--- src/rtl/text_vga_pkg.sv ---
// Shared constants for the text-mode VGA pipeline: memory slot numbers,
// pipeline latency, default palette and sync bundle type.
package text_vga_pkg;

   localparam logic [2:0] SLOT_CHAR = 3'd0;
   localparam logic [2:0] SLOT_FONT = 3'd1;
   localparam logic [2:0] SLOT_LOAD = 3'd2;

   localparam int LATENCY = 4;

   localparam logic [8:0] PAL_ORANGE = 9'b111_101_000;
   localparam logic [8:0] PAL_CYAN   = 9'b000_111_111;
   localparam logic [8:0] PAL_NAVY   = 9'b000_000_011;

   typedef struct packed {
      logic hs;
      logic vs;
      logic en;
   } sync_t;

   // Scanline-index width for the supported glyph heights (8 or 16).
   function automatic int font_lg2(input int h);
      return (h == 8) ? 3 : 4;
   endfunction

endpackage

--- src/rtl/text_cursor_blink.sv ---
// Cursor blink timer: counts rising edges of the (delayed) vsync and
// toggles the visible phase every BLINK_FRAMES frames.
// Ports: clk, reset (async, high), vsync in; blink_on out (1 = visible).
module text_cursor_blink
   import text_vga_pkg::*;
#(
   parameter int BLINK_FRAMES = 32
) (
   input  logic clk,
   input  logic reset,
   input  logic vsync,
   output logic blink_on
);

   localparam int CW = (BLINK_FRAMES > 2) ? $clog2(BLINK_FRAMES) : 1;
   localparam logic [CW-1:0] LAST = CW'(BLINK_FRAMES - 1);

   logic          vs_q, vs_d;
   logic [CW-1:0] cnt_q, cnt_d;
   logic          phase_q, phase_d;

   always_comb begin
      vs_d    = vsync;
      cnt_d   = cnt_q;
      phase_d = phase_q;
      if (vsync && !vs_q) begin
         if (cnt_q == LAST) begin
            cnt_d   = '0;
            phase_d = ~phase_q;
         end else begin
            cnt_d = cnt_q + 1'b1;
         end
      end
   end

   always_ff @(posedge clk or posedge reset) begin
      if (reset) begin
         vs_q    <= 1'b0;
         cnt_q   <= '0;
         phase_q <= 1'b1;
      end else begin
         vs_q    <= vs_d;
         cnt_q   <= cnt_d;
         phase_q <= phase_d;
      end
   end

   assign blink_on = phase_q;

endmodule

--- src/rtl/text_vga_pipeline.sv ---
// Text-mode VGA renderer sharing one synchronous 8-bit memory between
// character fetch (slot 0), glyph fetch (slot 1) and the CPU (slots 2-7).
// Ports: clk/reset; xpos/ypos + sync/enable in; mem_addr/mem_rdata;
// cpu_addr/cpu_rd/cpu_busy; palette and cursor config; vga_* outputs.
module text_vga_pipeline
   import text_vga_pkg::*;
#(
   parameter int COLS         = 100,
   parameter int ROWS         = 37,
   parameter int FONT_H       = 16,
   parameter int AW           = 13,
   parameter int FONT_BASE    = 3088,
   parameter int BLINK_FRAMES = 32
) (
   input  logic          clk,
   input  logic          reset,
   input  logic [10:0]   xpos,
   input  logic [9:0]    ypos,
   input  logic          hsync_in,
   input  logic          vsync_in,
   input  logic          enable_in,
   output logic [AW-1:0] mem_addr,
   input  logic [7:0]    mem_rdata,
   input  logic [AW-1:0] cpu_addr,
   input  logic          cpu_rd,
   output logic          cpu_busy,
   input  logic [8:0]    cfg_fg_normal,
   input  logic [8:0]    cfg_fg_high,
   input  logic [8:0]    cfg_bg,
   input  logic [6:0]    cursor_col,
   input  logic [5:0]    cursor_row,
   input  logic          cursor_en,
   output logic          vga_hsync,
   output logic          vga_vsync,
   output logic [8:0]    vga_rgb
);

   localparam int LG = font_lg2(FONT_H);
   localparam int RW = 10 - LG;

   logic [2:0]    slot;
   logic [6:0]    col;
   logic [RW-1:0] row;
   logic [LG-1:0] line;

   assign slot = xpos[2:0];
   assign col  = xpos[9:3];
   assign row  = ypos[9:LG];
   assign line = ypos[LG-1:0];

   // Cell coordinates captured in slot 0 and consumed at the slot-2 load.
   logic [6:0]    col_q, col_d;
   logic [RW-1:0] row_q, row_d;
   logic [LG-1:0] line_q, line_d;
   logic          off_q, off_d;
   logic          hl_pend_q, hl_pend_d;
   logic          hl_q, hl_d;
   logic [7:0]    shift_q, shift_d;
   logic [8:0]    rgb_q, rgb_d;

   sync_t [LATENCY-1:0] sync_q, sync_d;

   logic       blink_on;
   logic       blank;
   logic       cursor_hit;
   logic [7:0] glyph;

   always_comb begin
      unique case (slot)
         SLOT_CHAR: mem_addr = AW'(col) + AW'(COLS) * AW'(row);
         SLOT_FONT: mem_addr = AW'(FONT_BASE)
                             + AW'(mem_rdata[6:0]) * AW'(FONT_H)
                             + AW'(line);
         default:   mem_addr = cpu_addr;
      endcase
   end

   assign cpu_busy = cpu_rd && (slot == SLOT_CHAR || slot == SLOT_FONT);

   // Blanking wins over the cursor so off-screen cells never show it.
   always_comb begin
      blank = off_q
            || (32'(col_q) >= 32'(COLS))
            || (32'(row_q) >= 32'(ROWS));
      cursor_hit = cursor_en && blink_on
                 && (col_q == cursor_col)
                 && (32'(row_q) == 32'(cursor_row))
                 && (32'(line_q) >= 32'(FONT_H - 2));
      if (blank)
         glyph = 8'h00;
      else if (cursor_hit)
         glyph = 8'hFF;
      else
         glyph = mem_rdata;
   end

   always_comb begin
      col_d     = col_q;
      row_d     = row_q;
      line_d    = line_q;
      off_d     = off_q;
      hl_pend_d = hl_pend_q;
      hl_d      = hl_q;
      shift_d   = {shift_q[6:0], 1'b0};
      sync_d    = {sync_q[LATENCY-2:0],
                   sync_t'{hs: hsync_in, vs: vsync_in, en: enable_in}};
      unique case (slot)
         SLOT_CHAR: begin
            col_d  = col;
            row_d  = row;
            line_d = line;
            off_d  = xpos[10];
         end
         SLOT_FONT: hl_pend_d = mem_rdata[7];
         SLOT_LOAD: begin
            shift_d = glyph;
            hl_d    = hl_pend_q;
         end
         default: ;
      endcase
      // Output register: enable from stage LATENCY-2 lands with stage LATENCY-1.
      if (!sync_q[LATENCY-2].en)
         rgb_d = '0;
      else if (shift_q[7])
         rgb_d = hl_q ? cfg_fg_high : cfg_fg_normal;
      else
         rgb_d = cfg_bg;
   end

   always_ff @(posedge clk or posedge reset) begin
      if (reset) begin
         col_q     <= '0;
         row_q     <= '0;
         line_q    <= '0;
         off_q     <= 1'b0;
         hl_pend_q <= 1'b0;
         hl_q      <= 1'b0;
         shift_q   <= '0;
         rgb_q     <= '0;
         sync_q    <= '0;
      end else begin
         col_q     <= col_d;
         row_q     <= row_d;
         line_q    <= line_d;
         off_q     <= off_d;
         hl_pend_q <= hl_pend_d;
         hl_q      <= hl_d;
         shift_q   <= shift_d;
         rgb_q     <= rgb_d;
         sync_q    <= sync_d;
      end
   end

   assign vga_hsync = sync_q[LATENCY-1].hs;
   assign vga_vsync = sync_q[LATENCY-1].vs;
   assign vga_rgb   = rgb_q;

   text_cursor_blink #(
      .BLINK_FRAMES(BLINK_FRAMES)
   ) u_blink (
      .clk     (clk),
      .reset   (reset),
      .vsync   (sync_q[LATENCY-1].vs),
      .blink_on(blink_on)
   );

endmodule

--- config.mk ---
export PLATFORM = sky130hd
export DESIGN_NAME = text_vga_pipeline
export DESIGN_NICKNAME = d
export VERILOG_FILES = /design/src/rtl/text_vga_pkg.sv /design/src/rtl/text_cursor_blink.sv /design/src/rtl/text_vga_pipeline.sv
export SDC_FILE = /design/constraint.sdc
export NUM_CORES = 1
export LEC_CHECK = 0
export CAP_MARGIN = 0
export CORE_MARGIN = 3
export CORE_UTILIZATION = 45
export DETAILED_ROUTE_END_ITERATION = 16
export GPL_TIMING_DRIVEN = 0
export PLACE_DENSITY = 0.8
export RECOVER_POWER = 50
export SLEW_MARGIN = 10
export SYNTH_ARGS = -nofsm -noshare
export SYNTH_HDL_FRONTEND = slang
export SYNTH_SLANG_ARGS = --single-unit
--- constraint.sdc ---
create_clock -name clk -period 6.8 [get_ports clk]
set_clock_uncertainty 0.15 [all_clocks]
set_input_delay 0.68 -clock clk [delete_from_list [all_inputs] [get_ports clk]]
set_output_delay 0.68 -clock clk [all_outputs]
set_load 0.01 [all_outputs]
==> results.tsv <==
metric	value	unit
Max VDD drop	126	uV
largest net degree at the start of global routing	36	
postcts setup bufs	0	
syn_area_per_cell	10.2	um2
Final WS setup	1510	ps
Critical Path RT	5970	ps
DR iter-0 viols	123	
clk buf depth	2	
die span in y	93.4	um
Setup TNS Final	0	ps
Initial Util	0.469	
Top FF cell, synth	dfrtp_1	
Seq/Total Area, Yosys	0.394	
leakage power	2.13	nW
synthesized cell area	3440	um2
Fmax	189	MHz
post-synth net total	459	
count of cells resized by post-cts repair	0	
CTS Hold Buffers Added	0	
Avg WL per Cell	15.5	um
Via density	5.15	
Gate Count Post-Synth	337	
clock root buffer	clkbuf_8	
Synth Warn #	0	
Die Width	93.4	um
failing checks	capacitance limit, slew limit	
Post-synth EDFFs	0	
largest area contributor in the netlist	dfrtp_1	
GPL Wtd Cong	0.873	
Async S/R FF share, synth	1.00	
Synth top cells by count	dfrtp_1, nand2_1, ha_1	
WL final	8660	um
Post-DP HPWL	7090	um
CP Class	primary input to primary output	
top cells by area, synth	dfrtp_1, ha_1, mux2_2	
CP arrival	4460	ps
crit path time final	5290	ps
initial antenna violation count	0	
Worst-Skew Late Latency	310	ps
Core Region	7330	um2
share of post-route cells with drive strength above 1	0.0873	
critical path peak fanout	5	
Final Core Density	0.654	
Post-DRT Antenna Nets	0	
vias	2867	
Worst Tran Pin Value	1790	ps
fillcell total	587	
CTS tree	built	
Yosys cell types	54	
Diodes inserted	0	
total global routing overflow	0	
register bit count reported by yosys	54	
Hold Violations, Final	0	
crit end category	primary output	
status	finished with violations	
most common cell in the netlist	dfrtp_1	
Final setup viols	0	
Area Growth Syn to Fin	39.5	%
CP Launch Type	primary input	
drt drc	0	
worst min-delay path category	register to register	
max-slew violations	36	
dpl ws	1510	ps
Synth top area share	0.386	
number of global-route vias before repair	2986	
DR pass1 iterations	4	
clock slew at reported path FFs	90	ps
total CTS buffers	5	
# H-tree levels	2	
Pwr per Cell Area	202	nW/um2
Total GRT Usage	0.204	
max_cap viols	1	
Max-Slew Margin vs Limit	-0.196	
Die Area	8720	um2
post-layout net count	579	
count of buffers from port buffering	112	
clk sink count	54	
Top Ports	114	
FP Rows	31	
RSZ-0062 raised after global routing	no	
first-pass GRT wire length	14100	um
Tcrit/Tclk final	0.778	
## power breakdown
part / switching [mW] / internal, mW
clock network: 0.104 / 0.110
logic: 0.161 / 0.193
registers: 0.0298 / 0.370
## per-layer routing
metal | part of all wire | track usage
met3 | 0.048 | 0.0362
met1 | 0.42 | 0.249
met4 | 0.0098 | 0.0513
met2 | 0.52 | 0.368
met5 | 0 | 0
## worst max-delay path, stage by stage
cell and delay [ps]:
clkdlybuf4s50_1 550, ha_1 380, ha_1 310, ha_1 310
inv_1 60, fa_1 450, nand2b_1 180, a21oi_1 200
o32ai_1 110, a311oi_1 330, xor2_1 140, o221ai_2 170
clkdlybuf4s50_1 570
## final cells by class
cell class,instances,area (um2),share of cell area
multi-input cells,262,1980,0.414
plain buffers,13,70.1,0.0146
inverters,8,30.0,0.00626
well taps,99,124,0.0258
clock buffers,6,72.6,0.0151
repair buffers,113,1120,0.235
flip-flops and latches,54,1350,0.282
clock inverters,2,37.5,0.00783
## logic make-up (layout without fill, tap and decap cells)
| logic type | Yosys count | count (layout) | share of synthesized area |
|---|---|---|---|
| multiplexers | 33 | 33 | 0.103 |
| AND/OR/NAND/NOR | 95 | 95 | 0.135 |
| adder cells (fa/ha/maj) | 33 | 33 | 0.124 |
| XOR/XNOR | 30 | 30 | 0.0786 |
| AO/OA/AOI/OAI | 71 | 71 | 0.135 |
| buffers and inverters | 21 | 142 | 0.0291 |
| flip-flops | 54 | 54 | 0.394 |
## flip-flops by register name (all words and copies together), names as in the netlist
name and cells:
vga_hsync 1, u_blink.cnt_q 5, line_q 3, hl_q 1, sync_d 9, vga_vsync 1, shift_q 8, col_q 7
vga_rgb 9, u_blink.blink_on 1, u_blink.vs_q 1, off_q 1, row_q 6, hl_pend_q 1
## worst paths after layout
check	cells after the start	endpoint	slack, ps	start
setup / recovery	13	mem_addr[12]	1510	ypos[5]
min in group asynchronous	2	sync_d[6]	780	reset
setup reg to reg	5	shift_q[4]	4990	row_q[4]
hold reg to reg	0	sync_d[6]	210	sync_d[3]
max in group asynchronous	3	shift_q[6]	3600	reset
hold / removal	0	sync_d[6]	210	sync_d[3]
## through the flow
stage          power (mW)  std cells  hold WS (ps)  cell area, um2
2_1_floorplan       0.621        337           181            3440
3_3_place_gp        0.748        548           182            4680
3_5_place_dp        0.763        549           186            4700
4_1_cts             0.978        557           212            4810
5_1_grt              1.03        557           216            4800
6_report            0.968        557           209            4800
## cell usage in the layout, fill, tap and decap left out, types with 3 or more instances in the layout
cell             count
mux2_2              18
nand2b_1             3
dfrtp_1             53
dlygate4sd3_1        4
nand4_1              3
a21oi_1             14
a21o_1               3
nand2_1             39
xnor2_1             20
o21ai_0             28
nand3_1              7
xor2_1               9
nor2_1              23
clkdlybuf4s50_1    108
clkbuf_1             9
o211a_1              9
nor3_1               3
inv_1                8
ha_1                31
mux2i_1             13
clkbuf_8             5
Note: power is estimated with default switching activity, not from simulation.
